**src/rtl/pc_ctrl_pkg.sv**
```systemverilog
// pc_ctrl_pkg: shared types and defaults for the PC sequencing controller.
// Holds state encodings, address width and stall/interrupt defaults.
package pc_ctrl_pkg;

    localparam int ADDR_W = 16;
    localparam int MCNT_W = 4;
    localparam int HCNT_W = 8;

    typedef logic [ADDR_W-1:0] addr_t;

    typedef enum logic {
        PCC_RUN = 1'b0,
        PCC_INT = 1'b1
    } pcc_state_t;

    localparam addr_t INT_VECTOR_DEF = 16'h0008;
    localparam int    MEM_STALL_DEF  = 2;

endpackage

```
**src/rtl/pcc_stall_cnt.sv**
```systemverilog
// pcc_stall_cnt: memory-stall down-counter plus saturating held-cycle count.
// Ports: clk, rst (async active-low), mem_req, load_use -> hold, hold_cnt.
module pcc_stall_cnt
    import pc_ctrl_pkg::*;
#(
    parameter int MEM_STALL_CYCLES = MEM_STALL_DEF
) (
    input  logic              clk,
    input  logic              rst,
    input  logic              mem_req,
    input  logic              load_use,
    output logic              hold,
    output logic [HCNT_W-1:0] hold_cnt
);

    localparam logic [MCNT_W-1:0] RELOAD = MCNT_W'(MEM_STALL_CYCLES);
    localparam logic [HCNT_W-1:0] HMAX   = '1;

    logic [MCNT_W-1:0] mcnt;

    // OR-merge: overlapping sources never extend the stall
    assign hold = load_use | mem_req | (mcnt != '0);

    always_ff @(posedge clk or negedge rst) begin
        if (!rst) begin
            mcnt     <= '0;
            hold_cnt <= '0;
        end else begin
            if (mem_req)
                mcnt <= RELOAD;
            else if (mcnt != '0)
                mcnt <= mcnt - 1'b1;

            if (hold && hold_cnt != HMAX)
                hold_cnt <= hold_cnt + 1'b1;
        end
    end

endmodule

```
**src/rtl/pc_ctrl.sv**
```systemverilog
// pc_ctrl: merges fetch stalls into hold, arbitrates PC redirects and
// buffers redirects that arrive while held. Ports: stall/redirect requests
// in; hold, set_pc/set_pc_addr, flush, int_ack, epc, in_int, hold_cnt out.
module pc_ctrl
    import pc_ctrl_pkg::*;
#(
    parameter addr_t INT_VECTOR       = INT_VECTOR_DEF,
    parameter int    MEM_STALL_CYCLES = MEM_STALL_DEF
) (
    input  logic              clk,
    input  logic              rst,
    input  logic [ADDR_W-1:0] pc,
    input  logic              load_use,
    input  logic              mem_req,
    input  logic              branch_req,
    input  logic [ADDR_W-1:0] branch_addr,
    input  logic              int_req,
    input  logic              eret_req,
    output logic              hold,
    output logic              set_pc,
    output logic [ADDR_W-1:0] set_pc_addr,
    output logic              flush,
    output logic              int_ack,
    output logic [ADDR_W-1:0] epc,
    output logic              in_int,
    output logic [HCNT_W-1:0] hold_cnt
);

    pcc_state_t  state;
    logic        pend_v;
    addr_t       pend_addr;

    logic eret_ok;
    logic sel_pend;
    logic sel_eret;
    logic sel_br;
    logic sel_int;

    pcc_stall_cnt #(
        .MEM_STALL_CYCLES(MEM_STALL_CYCLES)
    ) u_stall (
        .clk     (clk),
        .rst     (rst),
        .mem_req (mem_req),
        .load_use(load_use),
        .hold    (hold),
        .hold_cnt(hold_cnt)
    );

    assign in_int  = (state == PCC_INT);
    assign eret_ok = eret_req & in_int;

    // One-hot issue selects, highest priority first
    assign sel_pend = !hold & pend_v;
    assign sel_eret = !hold & !pend_v & eret_ok;
    assign sel_br   = !hold & !pend_v & !eret_ok & branch_req;
    assign sel_int  = !hold & !pend_v & !branch_req
                    & int_req & !in_int;

    always_comb begin
        set_pc      = 1'b0;
        set_pc_addr = '0;
        flush       = 1'b0;
        int_ack     = 1'b0;
        unique case (1'b1)
            sel_pend: begin
                set_pc      = 1'b1;
                set_pc_addr = pend_addr;
                flush       = 1'b1;
            end
            sel_eret: begin
                set_pc      = 1'b1;
                set_pc_addr = epc;
                flush       = 1'b1;
            end
            sel_br: begin
                set_pc      = 1'b1;
                set_pc_addr = branch_addr;
                flush       = 1'b1;
            end
            sel_int: begin
                set_pc      = 1'b1;
                set_pc_addr = INT_VECTOR;
                flush       = 1'b1;
                int_ack     = 1'b1;
            end
            default: ;
        endcase
    end

    always_ff @(posedge clk or negedge rst) begin
        if (!rst) begin
            state     <= PCC_RUN;
            pend_v    <= 1'b0;
            pend_addr <= '0;
            epc       <= '0;
        end else begin
            // Held redirects park here; the newest one wins
            if (hold && (eret_ok || branch_req)) begin
                pend_v    <= 1'b1;
                pend_addr <= eret_ok ? epc : branch_addr;
            end else if (sel_pend) begin
                pend_v    <= 1'b0;
            end

            unique case (state)
                PCC_RUN: begin
                    if (sel_int) begin
                        state <= PCC_INT;
                        epc   <= pc;
                    end
                end
                PCC_INT: begin
                    // Held eret leaves the handler now; its jump is parked
                    if (eret_ok && (hold || !pend_v))
                        state <= PCC_RUN;
                end
                default: state <= PCC_RUN;
            endcase
        end
    end

endmodule
```
**config.mk**
```make
export PLATFORM = sky130hd
export DESIGN_NAME = pc_ctrl
export DESIGN_NICKNAME = d
export VERILOG_FILES = /design/src/rtl/pc_ctrl_pkg.sv /design/src/rtl/pcc_stall_cnt.sv /design/src/rtl/pc_ctrl.sv
export SDC_FILE = /design/constraint.sdc
export NUM_CORES = 1
export LEC_CHECK = 0
export ABC_AREA = 1
export ABC_CLOCK_PERIOD_IN_PS = 1850
export BUFFER_PORTS_ARGS = -buffer_cell sky130_fd_sc_hd__buf_2
export CORE_MARGIN = 2
export CORE_UTILIZATION = 43
export CTS_CLUSTER_DIAMETER = 40
export DETAILED_ROUTE_END_ITERATION = 16
export GPL_ROUTABILITY_DRIVEN = 0
export GPL_TIMING_DRIVEN = 0
export PLACE_DENSITY_LB_ADDON = 0.15
export SYNTH_ARGS = -nofsm -noshare
export SYNTH_HDL_FRONTEND = slang
export SYNTH_SLANG_ARGS = --single-unit
```
**constraint.sdc**
```tcl
create_clock -name clk -period 1.85 [get_ports clk]
set_input_delay 0.2775 -clock clk [delete_from_list [all_inputs] [get_ports clk]]
set_output_delay 0.2775 -clock clk [all_outputs]
set_load 0.005 [all_outputs]
```
# Word level (Yosys, flattened, before mapping)
# Index checks and enable logic that the tools add are counted.
totals:
  register_bits: 46
  out_inout_bits: 45
  wordCells: 46
classes:
  n_addsub: 2
  n_eq_ne: 1
  n_mux: 10
  bitwise: 12
  reduce_logical: 15
ops:
  columns: ["op", "count"]
  rows:
  - ["16-bit one-hot mux with 4 select lines", 1]
  - ["16-bit 2-to-1 mux", 1]
  - ["1-bit bitwise AND", 9]
  - ["8-bit by 1-bit adder with 8-bit output (second input constant)", 1]
  - ["4-bit 2-to-1 mux", 2]
  - ["8-bit inequality test (second input constant)", 1]
  - ["1-bit zero test", 5]
  - ["1-bit 2-to-1 mux", 5]
  - ["2-bit nonzero test", 2]
  - ["4-bit nonzero test", 1]
  - ["4-bit OR reduction", 1]
  - ["4-bit by 1-bit subtractor with 4-bit output (second input constant)", 1]
  - ["1-bit logical AND", 3]
  - ["1-bit logical OR", 2]
  - ["1-bit OR", 2]
  - ["1-bit one-hot mux with 2 select lines", 1]
  - ["2-bit AND reduction", 1]
  - ["1-bit NOT", 1]

# Depth between registers and ports, before layout
# Gate-level depths: netlist (run 1).
logic_depth:
  depth_word: 9
  ltp_mapped: 9
  depth_no_buf: 8

# Hierarchy
# From an unflattened synthesis (run 1), not the netlist that was laid out.
hier_totals:
  cells_unflattened: 365
  hier_area_um2: 2597.5
modules_own_cells:
  columns: ["mod", "n_inst", "cells_each", "area_each_um2", "seq_area_each_um2"]
  rows:
  - ["pc_ctrl", 1, 280, 1936.9, 850.8]
  - ["pcc_stall_cnt", 1, 85, 660.6, 300.3]

# Least setup slack after synthesis (run 1)
# Ideal clock, no wire load.
synth_timing:
  kind: "register to output"
  startpoint: "register u_stall.mcnt[0]"
  endpoint: "output set_pc"
  arrival_time_ns: 1.385
  required_ns: 1.572
  path_slack_ns: 0.188
  stages_incl_launch_ff: 10
  path_cell_list: "dfrtp_1 inv_1 ha_1 nand2_4 nor2_8 buf_12 buf_6 o21ai_1 nand2_1 buf_4"
synth_between:
  elab_chain_len: 9
  word_cells_on_any_way: 13
  classes_between: "mux (1); bitwise (9); reduce/logical (3)"
synth_lines:
  columns: ["element", "line", "text"]
  rows:
  - ["start, declared", "pcc_stall_cnt.sv:19", "logic [MCNT_W-1:0] mcnt;"]
  - ["start signal, assigned", "pcc_stall_cnt.sv:32", "mcnt <= mcnt - 1'b1;"]
  - ["4-bit nonzero test *", "pcc_stall_cnt.sv:22", "assign hold = load_use | mem_req | (mcnt != '0);"]
  - ["1-bit OR *", "pcc_stall_cnt.sv:22", null]
  - ["1-bit zero test *", null, null]
  - ["1-bit bitwise AND", "pc_ctrl.sv:55, pc_ctrl.sv:56, pc_ctrl.sv:57", null]
  - ["1-bit bitwise AND", "pc_ctrl.sv:57", "assign sel_int = !hold & !pend_v & !branch_req"]
  - ["1-bit bitwise AND (2 in a row)", "pc_ctrl.sv:58", "& int_req & !in_int;"]
  - ["4-bit OR reduction (no line) *", null, null]
  - ["1-bit 2-to-1 mux *", null, null]
  - ["end, declared", "pc_ctrl.sv:20", "output logic set_pc,"]
# Every way passes the cells marked *; elsewhere a longest branch is shown, timed or not.

# Final worst setup path (run 1)
layout_timing:
  startpoint: "register u_stall.mcnt[1]"
  endpoint: "output set_pc_addr[8]"
layout_between:
  elab_chain_len: 8
  word_cells_on_any_way: 12
  classes_between: "mux (1); bitwise (9); reduce/logical (2)"
layout_lines:
  columns: ["element", "line", "text"]
  rows:
  - ["4-bit nonzero test *", "pcc_stall_cnt.sv:22", null]
  - ["1-bit OR *", "pcc_stall_cnt.sv:22", null]
  - ["1-bit zero test *", null, null]
  - ["1-bit bitwise AND", "pc_ctrl.sv:55, pc_ctrl.sv:56, pc_ctrl.sv:57", null]
  - ["1-bit bitwise AND", "pc_ctrl.sv:57", null]
  - ["1-bit bitwise AND (2 in a row)", "pc_ctrl.sv:58", null]
  - ["16-bit one-hot mux with 4 select lines *", "pc_ctrl.sv:65", "unique case (1'b1)"]
  - ["end, declared", "pc_ctrl.sv:21", "output logic [ADDR_W-1:0] set_pc_addr,"]
# Marked as above.

==> results.ini, run 1 <==
[cells_and_area]
post-route-util_pct=57.4
ff_latch_area_mm2=0.00115
drive_gt1_share_pct=31.1
fin_nets=528
multi_input_area_mm2=0.00145
diodes=0
nFillCells=626
area_delta_synth_final_pct=28.5

[floorplanning]
num_rows=29
start_util_pct=44.7
dieArea_mm2=0.00727
die_y_um=85.2
fp.dieW_um=85.2
io_pins=84
core_area_mm2=0.00635

[clocking]
clkSinkCount=46
cts_buffers=5
clock_latency_ns=0.30
htree_levels=2
cts_hold_buf=0
cts_tree=built
cts.clk_slew.worst_paths_ns=0.08
cts_buffer_depth=2
root_buffer=clkbuf_8

[timing]
tightest_slew_ns=1.06
fin_crit_ns=1.99
hold_viol_final=0
rsz0062_at_grt=true
final-max-slew-violation-count=0
relSlewSlack_pct=29.6
fmax_mhz=503
finalCritPeriodShare_pct=108
skew_ns=0.00366
layout_setup_ws_ns=-0.139
tns_ns=-1.94
setup_viol=18

[critical_path]
cp.arrival_ns=1.71
end_kind=primary output
worstPathRequired_ns=1.57
crit_fanout=6
criticalPathCategory=flip-flop to primary output
startpoint=u_stall.mcnt[1]
r2r_start=u_stall.mcnt[1]
start_kind=flip-flop

[route]
vias=2994
viasPerCell=5.30
drc_errors=0
firstDrtPassIters=5
ant_nets=0
routed_wl_um=8280
dr.first_iter.drc_count=269
avgRoutedWirePerCell_um=14.6

[synth]
seq_area_frac_synth_pct=40.6
ys_ff_latch=46
ys_types=27
syn-num-nets=423
yosys.area.top_type=dfrtp_1
synth.top_cell.area_share_pct=40.6
yosysWarnings=0
synthCells=382
synth_area_mm2=0.00284
syn_area_per_cell_um2=7.43
synthTopCellsByArea=dfrtp_1 41%, nand2_1 21%, nand3_1 9.2%

[placement]
place_hpwl_um=5790
port_buffers=83

[global_route]
grt_max_degree=47
grt_pass1_vias=2681
antenna_found_initial=0
grt_use_total_pct=23.0
globalRoute.totalOverflow=0
grt_pass1_wl_um=13300

[outcome]
violations=setup timing
status=complete, but fails checks

[power]
peakVddDrop_uv=702
leakage_nw=2.11
pwr_density_cell_mw_per_mm2=936
total_power_w=0.00342

[worst_hold_path]
hold_class=input pin to asynchronous set/reset pin

[run]
drv_cap=0

-- layout make-up --
cell class | instances | share of cell area (%)
sequential | 46 | 31.6
tap | 77 | 2.64
clock inverter | 3 | 1.10
inverter | 21 | 2.30
clock buffer | 5 | 1.89
timing repair buffer | 99 | 15.2
multi-input combinational | 291 | 39.8
buffer | 23 | 5.56
-- cell families after synthesis --
logic type	count (synthesis)	synth area share, %
AOI/OAI and AO/OA	7	1.23
xor gates and xnor gates	4	1.23
adders and majority gates	2	0.882
buffers and inverters	45	9.26
DFF	46	40.6
and+or+nand+nor	278	46.8
-- sequential cells by signal (all words and copies together) (netlist names) --
register / flops
epc: 16
pend_addr: 16
u_stall.hold_cnt: 8
u_stall.mcnt: 4
in_int: 1
pend_v: 1
-- per-layer routing --
metal | vias up | routed length, um | GRT usage [%]
met2 | 125 | 3640 | 34.5
met1 | 1390 | 3880 | 33.7
met5 | - | 0 | 0
li1 | 1470 | - | -
met3 | 9 | 666 | 5.35
met4 | 0 | 87 | 5.92
-- critical path: stages, from the launching register on --
cell	delay [ns]
dfrtp_1	0.39
inv_2	0.08
ha_4	0.15
nand2_4	0.06
nor2_8	0.14
buf_12	0.14
buf_8	0.11
buf_12	0.09
nand4_1	0.07
nand3_1	0.08
buf_2	0.11
-- timing repair --
| action | in CTS | in global routing |
|---|---|---|
| resized for setup | 15 | 6 |
| setup endpoints to repair | 20 | 20 |
| pin swaps | 5 | 3 |
| setup buffers | 11 | 6 |
| hold endpoints to repair | 0 | 0 |
-- power breakdown --
part | switching [W] | total, W | internal, W
clock | 0.000340 | 0.000738 | 0.000398
sequential | 0.000192 | 0.00140 | 0.00121
combinational | 0.000716 | 0.00127 | 0.000557
-- path summary, 6_finish.rpt --
check / cells past startpoint / to / slack [ns]
worst max-delay path: 10 / set_pc_addr[8] / -0.14
worst min-delay path: 1 / u_stall.mcnt[3] / 0.15
worst max register to register: 10 / u_stall.hold_cnt[6] / 0.23
worst min register to register: 2 / pend_addr[6] / 0.48
max in group asynchronous: 1 / u_stall.hold_cnt[2] / 1.04
min in group clk: 3 / epc[9] / 0.22
-- through the flow --
step | area (um2) | cells | setup WS [ns] | hold WS [ns]
6_report | 3650 | 565 | -0.139 | 0.151
5_1_grt | 3650 | 565 | -0.243 | 0.218
4_1_cts | 3600 | 561 | -0.172 | 0.207
3_5_place_dp | 3350 | 542 | -0.0596 | 0.459
3_3_place_gp | 3350 | 542 | -0.0384 | 0.453
2_1_floorplan | 2840 | 382 | 0.188 | -0.0181
-- cell usage in the layout, fill, tap and decap left out, drive strengths merged --
cell type	synthesis	final
clkinv	0	2
ha	2	2
nand3	53	53
nand3b	16	16
a21oi	2	2
buf	22	119
inv	21	21
xor2	2	2
or2	1	1
bufinv	0	1
o21ai	5	5
clkbuf	2	8
nand2	163	163
nand4	34	34
dfrtp	46	46
xnor2	2	2
nor2	11	11
-- cells in the mapped netlist --
master    count
nor2_4        2
or2_2         1
inv_2         8
a21oi_1       2
xor2_1        2
inv_4         1
nand3b_1     16
ha_1          2
nor2_8        1
xnor2_1       2
o21ai_0       1
dfrtp_1      46
nand2_2       2
nand4_1      34
buf_6         7
inv_1        12
nand2_1     158
nand2_4       3
o21ai_1       4
buf_12        1
buf_4         3
buf_1         2
clkbuf_1      2
nand3_1      52
nor2_1        8
nand3_4       1
buf_2         9
No activity file was read; power rests on OpenSTA's default activity.
==> inputs of run 2 (changes only) <==
--- a/config.mk
+++ b/config.mk
@@ -10,6 +10,7 @@
 export BUFFER_PORTS_ARGS = -buffer_cell sky130_fd_sc_hd__buf_2
 export CORE_MARGIN = 2
 export CORE_UTILIZATION = 43
+export CTS_BUF_LIST = sky130_fd_sc_hd__clkbuf_16
 export CTS_CLUSTER_DIAMETER = 40
 export DETAILED_ROUTE_END_ITERATION = 16
 export GPL_ROUTABILITY_DRIVEN = 0
==> results.ini, run 2 (synthesis gave the netlist of run 1 again) <==
[floorplanning]
start_util_pct=44.7  ; unchanged
dieArea_mm2=0.00727  ; unchanged
fp.dieW_um=85.2  ; unchanged
core_area_mm2=0.00635  ; unchanged
num_rows=29  ; unchanged
io_pins=84  ; unchanged
die_y_um=85.2  ; unchanged

[cells_and_area]
drive_gt1_share_pct=30.9  ; -0.28 points
most-common-layout-cells=158 x nand2_1, 88 x buf_2, 51 x nand3_1
diodes=0  ; unchanged
top_regs=epc (16), pend_addr (16), u_stall.hold_cnt (8)
layout_commonest_cell=nand2_1
post-route-util_pct=58.2  ; +0.75 points
fin_cells=563  ; -0.35%
fin_nets=526  ; -0.38%
area_delta_synth_final_pct=30.2

[power]
leakage_nw=2.13  ; +0.60%
pwr_density_cell_mw_per_mm2=993  ; +6.0%
peakVddDrop_uv=705  ; +0.43%

[placement]
place_inst=542  ; unchanged
port_buffers=83  ; unchanged
place_hpwl_um=5790  ; unchanged

[critical_path]
cp.arrival_ns=1.70  ; about the same
crit_fanout=10  ; +4
end_kind=primary output
start_kind=flip-flop
criticalPathCategory=flip-flop to primary output
worstPathRequired_ns=1.57  ; about the same

[timing]
fmax_mhz=507  ; +0.80%
relSlewSlack_pct=29.6  ; -0.060 points
finalCritPeriodShare_pct=107  ; -0.85 points
final-max-slew-violation-count=0  ; unchanged
hold_viol_final=0  ; unchanged
layout_setup_ws_ns=-0.123  ; +0.0158 ns
setup_viol=18  ; unchanged
tns_ns=-1.56  ; +0.377 ns
skew_ns=0.00329  ; -0.000376 ns
tightest_slew_ns=1.06  ; +0.000902 ns
rsz0062_at_grt=true
fin_crit_ns=1.97  ; -0.0158 ns

[clocking]
clkSinkCount=46  ; unchanged
cts.clk_slew.worst_paths_ns=0.06  ; -0.02 ns
htree_levels=2  ; unchanged
cts_tree=built
cts_buffer_depth=2  ; unchanged
root_buffer=clkbuf_16
clock_latency_ns=0.28  ; -0.02 ns
cts_buffers=5  ; unchanged

[route]
drc_errors=0  ; unchanged
vias=3004  ; +0.33%
ant_nets=0  ; unchanged
routed_wl_um=8250  ; -0.37%
firstDrtPassIters=5  ; unchanged
avgRoutedWirePerCell_um=14.6  ; about the same
dr.first_iter.drc_count=288  ; +7.1%
viasPerCell=5.34  ; +0.69%

[run]
drv_cap=0  ; unchanged

[global_route]
grt_pass1_vias=2687  ; +0.22%
globalRoute.totalOverflow=0  ; unchanged
grt_max_degree=47  ; unchanged
antenna_found_initial=0  ; unchanged
grt_use_total_pct=22.9  ; -0.10 points
grt_pass1_wl_um=13300  ; -0.16%

[outcome]
status=complete, but fails checks
violations=setup timing

[worst_hold_path]
hold_class=input pin to asynchronous set/reset pin

run 2: cell count changes in the layout (fill, tap and decap cells not counted), sizes merged:
cell | before | now
buf | 119 | 117
run 2: power breakdown:
part           leakage (nW)  internal, W  switching, W
Sequential            0.590      0.00121      0.000193
Clock                0.0836     0.000632      0.000365
Combinational          1.45     0.000551      0.000713
run 2: metal layers:
layer	vias to the layer above	wire, um	track usage [%]
li1	1470	-	-
met1	1392	3840	33.3
met2	132	3640	34.5
met3	10	700	5.54
met4	0	66	5.92
met5	-	0	0
run 2: worst paths after layout:
| path | from | endpoint | slack (ns) | depth (start not counted) |
|---|---|---|---|---|
| hold / removal | rst | u_stall.mcnt[3] | 0.19 | 1 |
| max in group asynchronous | rst | u_stall.hold_cnt[2] | 1.01 | 1 |
| hold reg to reg | pend_addr[6] | pend_addr[6] | 0.47 | 2 |
| setup reg to reg | u_stall.mcnt[1] | u_stall.hold_cnt[7] | 0.22 | 10 |
| setup / recovery | u_stall.mcnt[1] | set_pc_addr[12] | -0.12 | 9 |
| min in group clk | pc[9] | epc[9] | 0.24 | 3 |
run 2: repair_timing:
item	in CTS	in global routing
buffers inserted	10	4
gates resized for setup	15	6
endpoints found under the setup margin	20	20
hold buffers	0	0
pin swaps	5	3
run 2: critical path, cell delays in order, from the launching register on:
cell	delay (ns)
dfrtp_1	0.38
inv_2	0.08
ha_4	0.15
nand2_4	0.06
nor2_8	0.14
buf_12	0.14
buf_6	0.15
nand4_1	0.10
nand3_1	0.10
buf_2	0.11
run 2: through the flow:
stage	hold WS [ns]	power (W)	area (um2)	setup slack [ns]
after floorplan	-0.0181	0.00214	2840	0.188
after global placement	0.453	0.00251	3350	-0.0384
after detailed placement	0.459	0.00254	3350	-0.0596
after CTS	0.230	0.00367	3650	-0.142
after global routing	0.247	0.00394	3690	-0.200
final	0.185	0.00367	3690	-0.123
run 2: cell type report:
cell class | count | area, um2
plain buffers | 24 | 210
clock buffers | 5 | 125
clock inverters | 3 | 40.0
fillers | 613 | 2660
inverters | 21 | 83.8
multi-input cells | 291 | 1450
flip-flops and latches | 46 | 1150
well taps | 77 | 96.3
repair buffers | 96 | 538
==> inputs of run 3 (changes only) <==
--- a/config.mk
+++ b/config.mk
@@ -8,8 +8,10 @@
 export ABC_AREA = 1
 export ABC_CLOCK_PERIOD_IN_PS = 1850
 export BUFFER_PORTS_ARGS = -buffer_cell sky130_fd_sc_hd__buf_2
+export CELL_PAD_IN_SITES_DETAIL_PLACEMENT = 1
+export CELL_PAD_IN_SITES_GLOBAL_PLACEMENT = 1
 export CORE_MARGIN = 2
-export CORE_UTILIZATION = 43
+export CORE_UTILIZATION = 37
 export CTS_BUF_LIST = sky130_fd_sc_hd__clkbuf_16
 export CTS_CLUSTER_DIAMETER = 40
 export DETAILED_ROUTE_END_ITERATION = 16
==> results.ini, run 3 (synthesis gave the netlist of run 1 again) <==
[clocking]
cts_buffers=5  ; unchanged
cts_hold_buf=0  ; unchanged
clock_latency_ns=0.30  ; +0.02 ns
cts.clk_slew.worst_paths_ns=0.07  ; about the same
clkSinkCount=46  ; unchanged
cts_tree=built
cts_buffer_depth=2  ; unchanged
root_buffer=clkbuf_16
htree_levels=2  ; unchanged

[power]
pwr_density_cell_mw_per_mm2=1010  ; +1.5%
clockPowerShare_pct=27.8  ; +0.6 points
p_switching_w=0.00140  ; +10%
leakage_nw=2.15  ; +0.96%
total_power_w=0.00382  ; +4.1%
sequentialPowerShare_pct=37.2  ; -1.2 points
swShare_pct=36.7  ; +2.1 points
internal_power_w=0.00242  ; +0.81%
combPwrFrac_pct=35.0  ; +0.5 points
peakVddDrop_uv=481  ; -32%

[timing]
relSlewSlack_pct=26.5  ; -3.1 points
setup_viol=19  ; +1
tightest_slew_ns=1.10  ; +0.0466 ns
hold_viol_final=0  ; unchanged
fmax_mhz=501  ; -1.0%
skew_ns=0.00522  ; +0.00194 ns
layout_setup_ws_ns=-0.144  ; -0.0209 ns
fin_crit_ns=1.99  ; +0.0209 ns
finalCritPeriodShare_pct=108  ; +1.1 points
rsz0062_at_grt=true
final-max-slew-violation-count=0  ; unchanged

[route]
avgRoutedWirePerCell_um=17.1  ; +17%
dr.first_iter.drc_count=160  ; -44%
top_layer_used=met4
drc_errors=0  ; unchanged
vias=3068  ; +2.1%
wl_met2_um=4740  ; +30%
wl_met3_um=556  ; -21%
met1Wirelength_um=4650  ; +21%
routed_wl_um=10000  ; +22%
ant_nets=0  ; unchanged
firstDrtPassIters=4  ; -1
viasPerCell=5.22  ; -2.2%

[critical_path]
worstPathRequired_ns=1.57  ; about the same
crit_fanout=7  ; -3
startpoint=u_stall.mcnt[1]
r2r_start=u_stall.mcnt[1]
end_kind=primary output
criticalPathCategory=flip-flop to primary output
rrSetupSlack_ns=0.11  ; -0.11 ns
cp.arrival_ns=1.72  ; +0.02 ns
start_kind=flip-flop

[cells_and_area]
top_regs=epc (16), pend_addr (16), u_stall.hold_cnt (8)
drive_gt1_share_pct=31.7  ; +0.83 points
most-common-layout-cells=157 x nand2_1, 89 x buf_2, 51 x nand3_1
fin_area_mm2=0.00379  ; +2.6%
diodes=0  ; unchanged
nFillCells=972  ; +59%
area_delta_synth_final_pct=33.6
fin_nets=529  ; +0.57%
layout_commonest_cell=nand2_1

[global_route]
antenna_found_initial=0  ; unchanged
grt_pass1_vias=3182  ; +18%
grt_pass1_wl_um=16500  ; +25%
grt_max_degree=47  ; unchanged
globalRoute.totalOverflow=0  ; unchanged
grt_use_total_pct=25.0  ; +2.1 points

[placement]
place_hpwl_um=6900  ; +19%
port_buffers=83  ; unchanged
dpl_cell_area_mm2=0.00338  ; +0.82%

[run]
drv_cap=0  ; unchanged

[outcome]
violations=setup timing
status=complete, but fails checks

[floorplanning]
num_rows=31  ; +6.9%
io_pins=84  ; unchanged
fp.dieW_um=91.6  ; +7.4%
die_y_um=91.6  ; +7.4%
dieArea_mm2=0.00839  ; +15%
start_util_pct=38.7  ; -6.0 points
core_area_mm2=0.00733  ; +15%

[worst_hold_path]
hold_class=input pin to asynchronous set/reset pin

## run 3: cell count changes in the layout (fill, tap and decap cells not counted), moves of 2 or more
cell        before  now
buf_4           15   17
clkinv_2         2    0
clkinvlp_4       0    2
buf_12           2    4
## run 3: repair_timing
item | in CTS | in global routing
setup buffers | 15 | 3
gates cloned | 1 | 0
endpoints found under the setup margin | 20 | 40
resized for setup | 22 | 6
pin swaps | 7 | 8
## run 3: final cells by class
| class | instances | area [um2] | share of cell area [%] |
|---|---|---|---|
| plain buffers | 21 | 201 | 5.32 |
| clock buffers | 5 | 125 | 3.30 |
| clock inverters | 3 | 45.0 | 1.19 |
| inverters | 21 | 81.3 | 2.15 |
| multi-input cells | 291 | 1460 | 38.5 |
| flip-flops and latches | 46 | 1150 | 30.4 |
| well taps | 99 | 124 | 3.27 |
| repair buffers | 102 | 601 | 15.8 |
## run 3: final timing paths
| check | end | cells after the start |
|---|---|---|
| max | set_pc | 10 |
| min | u_stall.mcnt[0] | 1 |
| max reg2reg | epc[12] | 11 |
| min reg2reg | pend_addr[12] | 2 |
| max in group asynchronous | in_int | 1 |
| min in group clk | epc[1] | 3 |
## run 3: power by group through the flow
stage | Clock, W | Sequential (W) | Combinational, W
2_1_floorplan | 0 | 0.00140 | 0.000740
3_3_place_gp | 0 | 0.00142 | 0.00112
3_5_place_dp | 0 | 0.00143 | 0.00117
4_1_cts | 0.00107 | 0.00142 | 0.00130
5_1_grt | 0.00110 | 0.00145 | 0.00152
6_report | 0.00106 | 0.00142 | 0.00134
## run 3: stage by stage
| step | TNS (ns) | hold slack (ns) | util, % | setup WS (ns) | cells |
|---|---|---|---|---|---|
| global placement | -0.0851 | 0.456 | 46.1 | -0.0819 | 564 |
| CTS | -2.54 | 0.226 | 51.1 | -0.178 | 586 |
| finish | -1.99 | 0.175 | 51.7 | -0.144 | 588 |
| detailed placement | -0.452 | 0.463 | 46.1 | -0.114 | 564 |
| floorplan | 0 | -0.0181 | - | 0.188 | 382 |
| global route | -3.59 | 0.250 | 51.7 | -0.224 | 588 |
## run 3: per-layer routing
layer  vias to the layer above  track usage, %
li1                       1471               -
met1                      1509            34.8
met2                        82            39.8
met3                         6            4.48
met4                         0            7.32
met5                         -               0
## run 3: critical path, cell delays in order, from the launching register on
cell	delay [ns]
dfrtp_1	0.39
inv_2	0.08
ha_4	0.15
nand2_4	0.07
nor2_8	0.13
buf_12	0.16
buf_8	0.12
o21ai_4	0.05
nand2_2	0.09
buf_6	0.10
buf_6	0.08
